## src/rtl/xmodem_response_rx.sv

```systemverilog
// xmodem_response_rx: receive side of the xmodem sender's line interface.
// On request, waits for one UART frame on rx (start 0, 8 data bits MSB first,
// stop 1) and reports exactly one result: a byte, a timeout or a framing error.
module xmodem_response_rx #(
    parameter int CLKS_PER_BIT   = 1,
    parameter int TIMEOUT_CYCLES = 1 << 20
) (
    input  logic       clk,
    input  logic       rst_n,
    input  logic       get_response,
    input  logic       rx,
    output logic [7:0] data,
    output logic       data_valid,
    output logic       timed_out,
    output logic       framing_error,
    output logic       busy
);

    // Mid-start-bit offset; zero means the start bit is taken on the edge alone.
    localparam int HALF = (CLKS_PER_BIT - 1) / 2;
    localparam int TW   = $clog2(TIMEOUT_CYCLES + 1);
    localparam int BW   = $clog2(CLKS_PER_BIT + 1);

    typedef enum logic [2:0] {
        IDLE,
        WAIT_START,
        START,
        DATA,
        STOP
    } state_t;

    state_t        state, state_nxt;
    logic          rx_meta, rx_s, rx_prev;
    logic [TW-1:0] to_cnt, to_cnt_nxt;
    logic [BW-1:0] bit_cnt, bit_cnt_nxt;
    logic [2:0]    bit_idx, bit_idx_nxt;
    logic [7:0]    shift, shift_nxt;
    logic [7:0]    data_nxt;
    logic          data_valid_nxt, timed_out_nxt, framing_error_nxt;

    logic          start_edge;
    logic          bit_tick;
    logic [TW-1:0] to_inc;

    assign start_edge = rx_prev & ~rx_s;
    assign bit_tick   = (bit_cnt == BW'(CLKS_PER_BIT));
    assign to_inc     = to_cnt + 1'b1;
    assign busy       = (state != IDLE);

    // Next-state and datapath decode for the receive FSM.
    always_comb begin
        // NOTE: every output of this block gets a default first, so no path
        // through the case statement can leave a value unassigned and infer a latch.
        state_nxt         = state;
        to_cnt_nxt        = to_cnt;
        bit_cnt_nxt       = bit_cnt;
        bit_idx_nxt       = bit_idx;
        shift_nxt         = shift;
        data_nxt          = data;
        data_valid_nxt    = 1'b0;
        timed_out_nxt     = 1'b0;
        framing_error_nxt = 1'b0;

        case (state)
            IDLE: begin
                if (get_response) begin
                    state_nxt  = WAIT_START;
                    to_cnt_nxt = '0;
                end
            end

            WAIT_START: begin
                // A start edge on the final counted cycle beats the timeout.
                if (start_edge) begin
                    bit_cnt_nxt = BW'(1);
                    bit_idx_nxt = 3'd0;
                    state_nxt   = (HALF > 0) ? START : DATA;
                end else if (to_inc == TW'(TIMEOUT_CYCLES)) begin
                    timed_out_nxt = 1'b1;
                    state_nxt     = IDLE;
                end else begin
                    to_cnt_nxt = to_inc;
                end
            end

            START: begin
                // Re-check the line mid start bit; a high level was only a glitch,
                // and the timeout budget resumes where it left off.
                if (bit_cnt == BW'(HALF)) begin
                    bit_cnt_nxt = BW'(1);
                    state_nxt   = rx_s ? WAIT_START : DATA;
                end else begin
                    bit_cnt_nxt = bit_cnt + 1'b1;
                end
            end

            DATA: begin
                if (bit_tick) begin
                    shift_nxt   = {shift[6:0], rx_s};
                    bit_cnt_nxt = BW'(1);
                    if (bit_idx == 3'd7) begin
                        state_nxt = STOP;
                    end else begin
                        bit_idx_nxt = bit_idx + 3'd1;
                    end
                end else begin
                    bit_cnt_nxt = bit_cnt + 1'b1;
                end
            end

            STOP: begin
                if (bit_tick) begin
                    state_nxt = IDLE;
                    if (rx_s) begin
                        data_nxt       = shift;
                        data_valid_nxt = 1'b1;
                    end else begin
                        framing_error_nxt = 1'b1;
                    end
                end else begin
                    bit_cnt_nxt = bit_cnt + 1'b1;
                end
            end

            default: state_nxt = IDLE;
        endcase
    end

    // State, synchroniser, counters and registered result pulses.
    always_ff @(posedge clk or negedge rst_n) begin
        if (!rst_n) begin
            state         <= IDLE;
            rx_meta       <= 1'b1;
            rx_s          <= 1'b1;
            rx_prev       <= 1'b1;
            to_cnt        <= '0;
            bit_cnt       <= '0;
            bit_idx       <= 3'd0;
            shift         <= 8'h00;
            data          <= 8'h00;
            data_valid    <= 1'b0;
            timed_out     <= 1'b0;
            framing_error <= 1'b0;
        end else begin
            // NOTE: non-blocking assignments here so the synchroniser chain shifts
            // by one stage per clock instead of collapsing into a single wire.
            rx_meta       <= rx;
            rx_s          <= rx_meta;
            rx_prev       <= rx_s;
            state         <= state_nxt;
            to_cnt        <= to_cnt_nxt;
            bit_cnt       <= bit_cnt_nxt;
            bit_idx       <= bit_idx_nxt;
            shift         <= shift_nxt;
            data          <= data_nxt;
            data_valid    <= data_valid_nxt;
            timed_out     <= timed_out_nxt;
            framing_error <= framing_error_nxt;
        end
    end

endmodule
```

## config.mk

```make
export PLATFORM = sky130hd
export DESIGN_NAME = xmodem_response_rx
export DESIGN_NICKNAME = d
export VERILOG_FILES = /design/src/rtl/xmodem_response_rx.sv
export SDC_FILE = /design/constraint.sdc
export NUM_CORES = 1
export LEC_CHECK = 0
export ABC_AREA = 1
export CAP_MARGIN = 10
export CORE_UTILIZATION = 64
export CTS_CLUSTER_DIAMETER = 120
export CTS_CLUSTER_SIZE = 20
export DETAILED_ROUTE_END_ITERATION = 12
export PLACE_DENSITY = 0.85
export SKIP_CTS_REPAIR_TIMING = 1
export SLEW_MARGIN = 20
export SYNTH_ARGS = -nofsm -noshare
export SYNTH_HDL_FRONTEND = slang
export SYNTH_SLANG_ARGS = --single-unit
```

## constraint.sdc

```tcl
create_clock -name clk -period 3.4 [get_ports clk]
set_clock_uncertainty 0.15 [all_clocks]
set_input_delay 0.51 -clock clk [delete_from_list [all_inputs] [get_ports clk]]
set_output_delay 0.51 -clock clk [all_outputs]
set_load 0.005 [all_outputs]
```

==> metrics.txt, run 1 <==
Cell Area, Synth 2738 um^2; Cells after DPL 433; CTS tree yes; total vias in the final route 2,450; status complete, no violations; Initial Util 67.47%; Reg area 1255 um^2; DP Area 2913 um^2; ys async rst share 100.0%; critical path class reg2reg; first-pass GRT wire length 9.604 mm; Syn. warnings 0; Critical Path Max Stage Delay 420 ps; Layout area overhead 10.56%; Port Buf Inserts 15; Detailed Route WL 5.796 mm; post-detail-place hpwl 4.091 mm; final slew viol count 0; placer congestion estimate 0.8970; syn nets 382; Distinct cells, synth 27; drt via density 5.556; core area 4058 um^2; Fin. Hold Viols 0; Cell Pwr Density 549.4 nW/um^2; Hold Path Class in2async; Hold Slack 87.23 ps; area leader, netlist dfrtp_1; largest cells by area after synthesis dfrtp_1, nand2_1, nand3_1; sequential area share after synthesis 45.84%; fillers 325; Initial DRC Count 161; gr ovfl total 0; fmax 364.5 MHz; Reg2Reg Setup Slack 660 ps; Cell Chain, Critical Path ha_1, nand2_1, nor2_4, nand3_1, nor2_1, nor2_1, nor2_1, nand2_1, nor2_2, nand3_2, nand2_1, nand2_2, nand2_4, nand2_1, nand2_1; Synth top area share 42.96%; Die H 67.40 um; RSZ-0062 raised after global routing false; Core Rows 23; Synth Instances 375; leak pwr 1.434 nW; Worst Max-Slew Pin Slew 691.7 ps; setup TNS 0 ps; footprint of the multi-input gates 1289 um^2; Final Cycle Share 80.69%; Die Wd 67.40 um; Num CTS Buffers 5; ANT nets after route 0; Most used DFF post-synth dfrtp_1; CP Capture Type register; total power 1.663 mW; Worst setup SP type register; Non-Filler Instances 441; die area 4543 um^2; clock latency on the worst-skew pair 310 ps; Worst IR Drop VDD 0.3921 mV; antenna cells 0; Post-synth top cells nand2_1, dfrtp_1, nor2_1; initial antenna violation count 0; most frequent cell after synthesis nand2_1; clock root cell clkbuf_8; Slew HR 53.84%; slowest CP cell dfrtp_1; number of H-tree levels 2; # IOs 16; clk slew on worst S/H paths 100 ps; WL per Instance 13.14 um; vias in the first global route 2,303; Worst Path Arrival 2840 ps; MaxCap Viol Count 0; Final nets 397; gr usage total 28.41%; Setup violations, final 0; Req. time, crit path 3490 ps; number of synthesized flops with an enable pin 0; clock buffer depth 2; Synth Register Bits 50; Final Critical Period 2743 ps; Residual DRC 0; largest net degree at the start of global routing 32; post-layout instance area 3027 um^2; 1st-pass router iterations 5; Avg Cell Area, Syn 7.300 um^2; CP most frequent cell nand2_1; share of cells above drive strength 1 6.905%; Sink Count 50; crit path max fanout 22
registers in the layout, indices dropped and copies added, names as in the netlist:
register       count
state              3
bit_idx            3
timed_out          1
framing_error      1
data               8
rx_s               1
bit_cnt            1
shift              8
rx_meta            1
to_cnt            21
rx_prev            1
data_valid         1
layer usage:
| metal | wire (um) | vias up | part of all wire, % | GRT usage (%) |
|---|---|---|---|---|
| met4 | 95 | 0 | 1.6 | 10.11 |
| met1 | 2627 | 1160 | 45 | 34.65 |
| li1 | - | 1229 | - | - |
| met5 | 0 | - | 0 | 0 |
| met2 | 2902 | 51 | 50 | 50.63 |
| met3 | 169 | 10 | 2.9 | 4.223 |
layout make-up:
type / count / area share [%]
repair buffers: 18 / 5.539
clock inverters: 3 / 1.488
inverters: 37 / 4.589
multi-input cells: 278 / 42.58
well taps: 50 / 2.067
clock buffers: 5 / 2.274
flip-flops and latches: 50 / 41.46
logic make-up (layout without fill, tap and decap cells):
| family | after synthesis | count (layout) | synth area share (%) |
|---|---|---|---|
| AND/OR/NAND/NOR | 234 | 234 | 37.07 |
| flip-flops | 50 | 50 | 45.84 |
| XOR/XNOR | 2 | 2 | 0.6400 |
| multiplexers | 1 | 1 | 0.4113 |
| adder cells (fa/ha/maj) | 3 | 3 | 1.371 |
| AO/OA/AOI/OAI | 38 | 38 | 7.587 |
| buffers and inverters | 47 | 63 | 7.084 |
path summary, 6_finish.rpt:
check | from | end | cells past startpoint
setup / recovery | to_cnt[0] | to_cnt[14] | 15
setup reg to reg | to_cnt[0] | to_cnt[14] | 15
max in group asynchronous | rst_n | rx_s | 2
hold reg to reg | rx_meta | rx_s | 0
hold / removal | rst_n | to_cnt[9] | 1
min in group clk | rx_meta | rx_s | 0
cell usage in the layout, fill, tap and decap left out, types with 2 or more instances in the layout:
cell type,netlist,routed
o21bai_1,2,2
dfstp_2,3,3
clkinvlp_4,0,2
a21oi_1,11,11
xor2_1,2,2
nand2_2,2,2
o21ai_0,20,20
clkbuf_8,0,5
a22o_1,2,2
dfrtp_1,47,47
ha_1,3,3
buf_4,0,3
nor2_4,3,3
nand4_1,10,10
nor2_1,43,43
nand2_1,124,124
nand3_1,37,37
nor2_2,4,4
nor3_1,8,8
clkdlybuf4s50_1,0,14
inv_1,37,37
critical path, delay by kind of cell (launching register included):
kind          cells  cell delay, ps
simple gates     14            1890
flops             1             420
fa+ha+maj         1             210
stage by stage:
| stage | setup slack [ps] | utilization (%) |
|---|---|---|
| 2_1_floorplan | 1296 | - |
| 3_3_place_gp | 854.1 | 71.79 |
| 3_5_place_dp | 763.9 | 71.79 |
| 4_1_cts | 725.2 | 74.59 |
| 5_1_grt | 420.7 | 74.59 |
| 6_report | 656.6 | 74.59 |
report_power, final:
group	internal, mW	switching [mW]
combinational	0.148	0.365
clock	0.219	0.202
sequential	0.668	0.0599
Power figures use the tool's default switching activity.
==> run 2, diff against run 1 <==
CORE_UTILIZATION = 59   (was 64)
PLACE_DENSITY = 0.79   (was 0.85)
clock period = 2.8 ns   (was 3.4 ns; I/O delays follow)
==> metrics.txt, run 2 (same netlist as run 1, synthesis figures left out) <==
Worst Reg-to-Reg Cells 15 (unchanged); FF-to-FF Start to_cnt[0] (unchanged); number of flip-flops in the largest register 21 (unchanged); number of H-tree levels 2 (unchanged); Residual DRC 0 (unchanged); Die H 70.12 um (was 67.40 um); CTS tree yes (unchanged); register name with the most flops to_cnt (unchanged); most common cell after layout, fill and taps aside nand2_1 (unchanged); Worst setup SP type register (unchanged); Req. time, crit path 2850 ps (was 3490 ps); gr usage total 26.13% (was 28.41%); vias in the first global route 2,406 (was 2,303); DP Area 2930 um^2 (was 2913 um^2); Final Cycle Share 90.08% (was 80.69%); reg2reg end to_cnt[1] (was to_cnt[14]); critical path class reg2reg (unchanged); clock root cell clkbuf_8 (unchanged); Final nets 399 (was 397); Reg2Reg Setup Slack 280 ps (was 660 ps); Worst Max-Slew Pin Slew 820.8 ps (was 691.7 ps); placer congestion estimate 0.9374 (was 0.8970); clock buffer depth 2 (unchanged); Hold Path Class in2async (unchanged); initial antenna violation count 0 (unchanged); post-detail-place hpwl 4.252 mm (was 4.091 mm); Slew HR 45.28% (was 53.84%); ANT nets after route 0 (unchanged); status complete, no violations (unchanged); post-layout instance area 3040 um^2 (was 3027 um^2); total vias in the final route 2,527 (was 2,450); 1st-pass router iterations 4 (was 5); core area 4414 um^2 (was 4058 um^2); total power 2.025 mW (was 1.663 mW); die area 4916 um^2 (was 4543 um^2); CP Capture Type register (unchanged); WL per Instance 13.24 um (was 13.14 um); clock latency on the worst-skew pair 300 ps (was 310 ps); Port Buf Inserts 15 (unchanged); Worst IR Drop VDD 0.6076 mV (was 0.3921 mV); antenna cells 0 (unchanged); leak pwr 1.444 nW (was 1.434 nW); first-pass GRT wire length 10.33 mm (was 9.604 mm); MaxCap Viol Count 0 (unchanged); gr ovfl total 0 (unchanged); largest net degree at the start of global routing 39 (was 32); final slew viol count 0 (unchanged); share of cells above drive strength 1 7.125% (was 6.905%); clk slew on worst S/H paths 90 ps (was 100 ps); Die Wd 70.12 um (was 67.40 um); setup TNS 0 ps (unchanged); Largest regs to_cnt: 21 flops, data: 8 flops, shift: 8 flops (unchanged); final worst slack 277.6 ps (was 656.6 ps); Detailed Route WL 5.890 mm (was 5.796 mm); fmax 396.5 MHz (was 364.5 MHz); Worst Path Arrival 2570 ps (was 2840 ps); Fin. Hold Viols 0 (unchanged); # IOs 16 (unchanged); crit path max fanout 12 (was 22); drt via density 5.679 (was 5.556); Setup violations, final 0 (unchanged); Layout area overhead 11.06% (was 10.56%); most frequent cells in the layout nand2_1, dfrtp_1, nor2_1 (unchanged); Final Critical Period 2522 ps (was 2743 ps); Sink Count 50 (unchanged); Num CTS Buffers 5 (unchanged); Initial Util 62.02% (was 67.47%); Initial DRC Count 200 (was 161); RSZ-0062 raised after global routing false (unchanged); worst slack, placed 305.9 ps (was 763.9 ps); Cell Pwr Density 666.0 nW/um^2 (was 549.4 nW/um^2); Core Rows 24 (was 23)
run 2: cell count changes in the layout (fill, tap and decap cells not counted), sizes merged:
| cell | previous run | this run |
|---|---|---|
| buf | 4 | 6 |
| clkbuf | 5 | 6 |
| clkinvlp | 2 | 1 |
run 2: final cells by class:
class                      count  area, um^2
sequential                    50        1255
multi-input combinational    278        1289
tap                           52       65.06
clock buffer                   6       72.57
timing repair buffer          20       182.7
clock inverter                 2       37.54
fill                         377        1374
inverter                      37       138.9
run 2: power by group:
part | internal (mW) | leakage [nW] | switching (mW)
logic | 0.194 | 0.717 | 0.449
registers | 0.811 | 0.676 | 0.0664
clock network | 0.267 | 0.0514 | 0.238
run 2: worst max-delay path by stage:
stage / startpoint / endpoint / slack, ps
2_1_floorplan: to_cnt[0] / to_cnt[0] / 700
3_3_place_gp: to_cnt[0] / to_cnt[2] / 360
3_5_place_dp: to_cnt[0] / to_cnt[6] / 310
4_1_cts: to_cnt[0] / to_cnt[1] / 270
5_1_grt: to_cnt[0] / to_cnt[20] / 30
6_report: to_cnt[0] / to_cnt[1] / 280
run 2: worst max-delay path, cell delays in order, from the launching register on:
cell     delay [ps]
dfrtp_1         410
ha_1            200
nand2_1         110
nor2_4          180
nand3_1         160
nand2_1         120
nand2_1          60
nor2_1           90
nand2_1          80
nor2_2          140
nand3_2         100
nand2_1          80
nand2_2         150
buf_4           240
nand3_1          90
nand2_1          50
run 2: metal layers:
layer	track usage [%]	vias to the layer above	part of all wire (%)
li1	-	1238	-
met1	34.07	1200	44
met2	44.23	79	49
met3	3.896	10	5.6
met4	9.556	0	1.6
met5	0	-	0
run 2: through the flow:
step / util, % / std cells / hold slack, ps
after floorplan: - / 375 / -25.59
after global placement: 66.38 / 437 / 196.7
after detailed placement: 66.38 / 437 / 197.8
after CTS: 68.88 / 445 / 83.63
after global routing: 68.88 / 445 / 136.2
final: 68.88 / 445 / 53.61
==> run 3, diff against run 2 <==
SLEW_MARGIN = unset   (was 20)
==> results of run 3 <==
The final DEF is identical to that of run 2; final timing and power are the same.
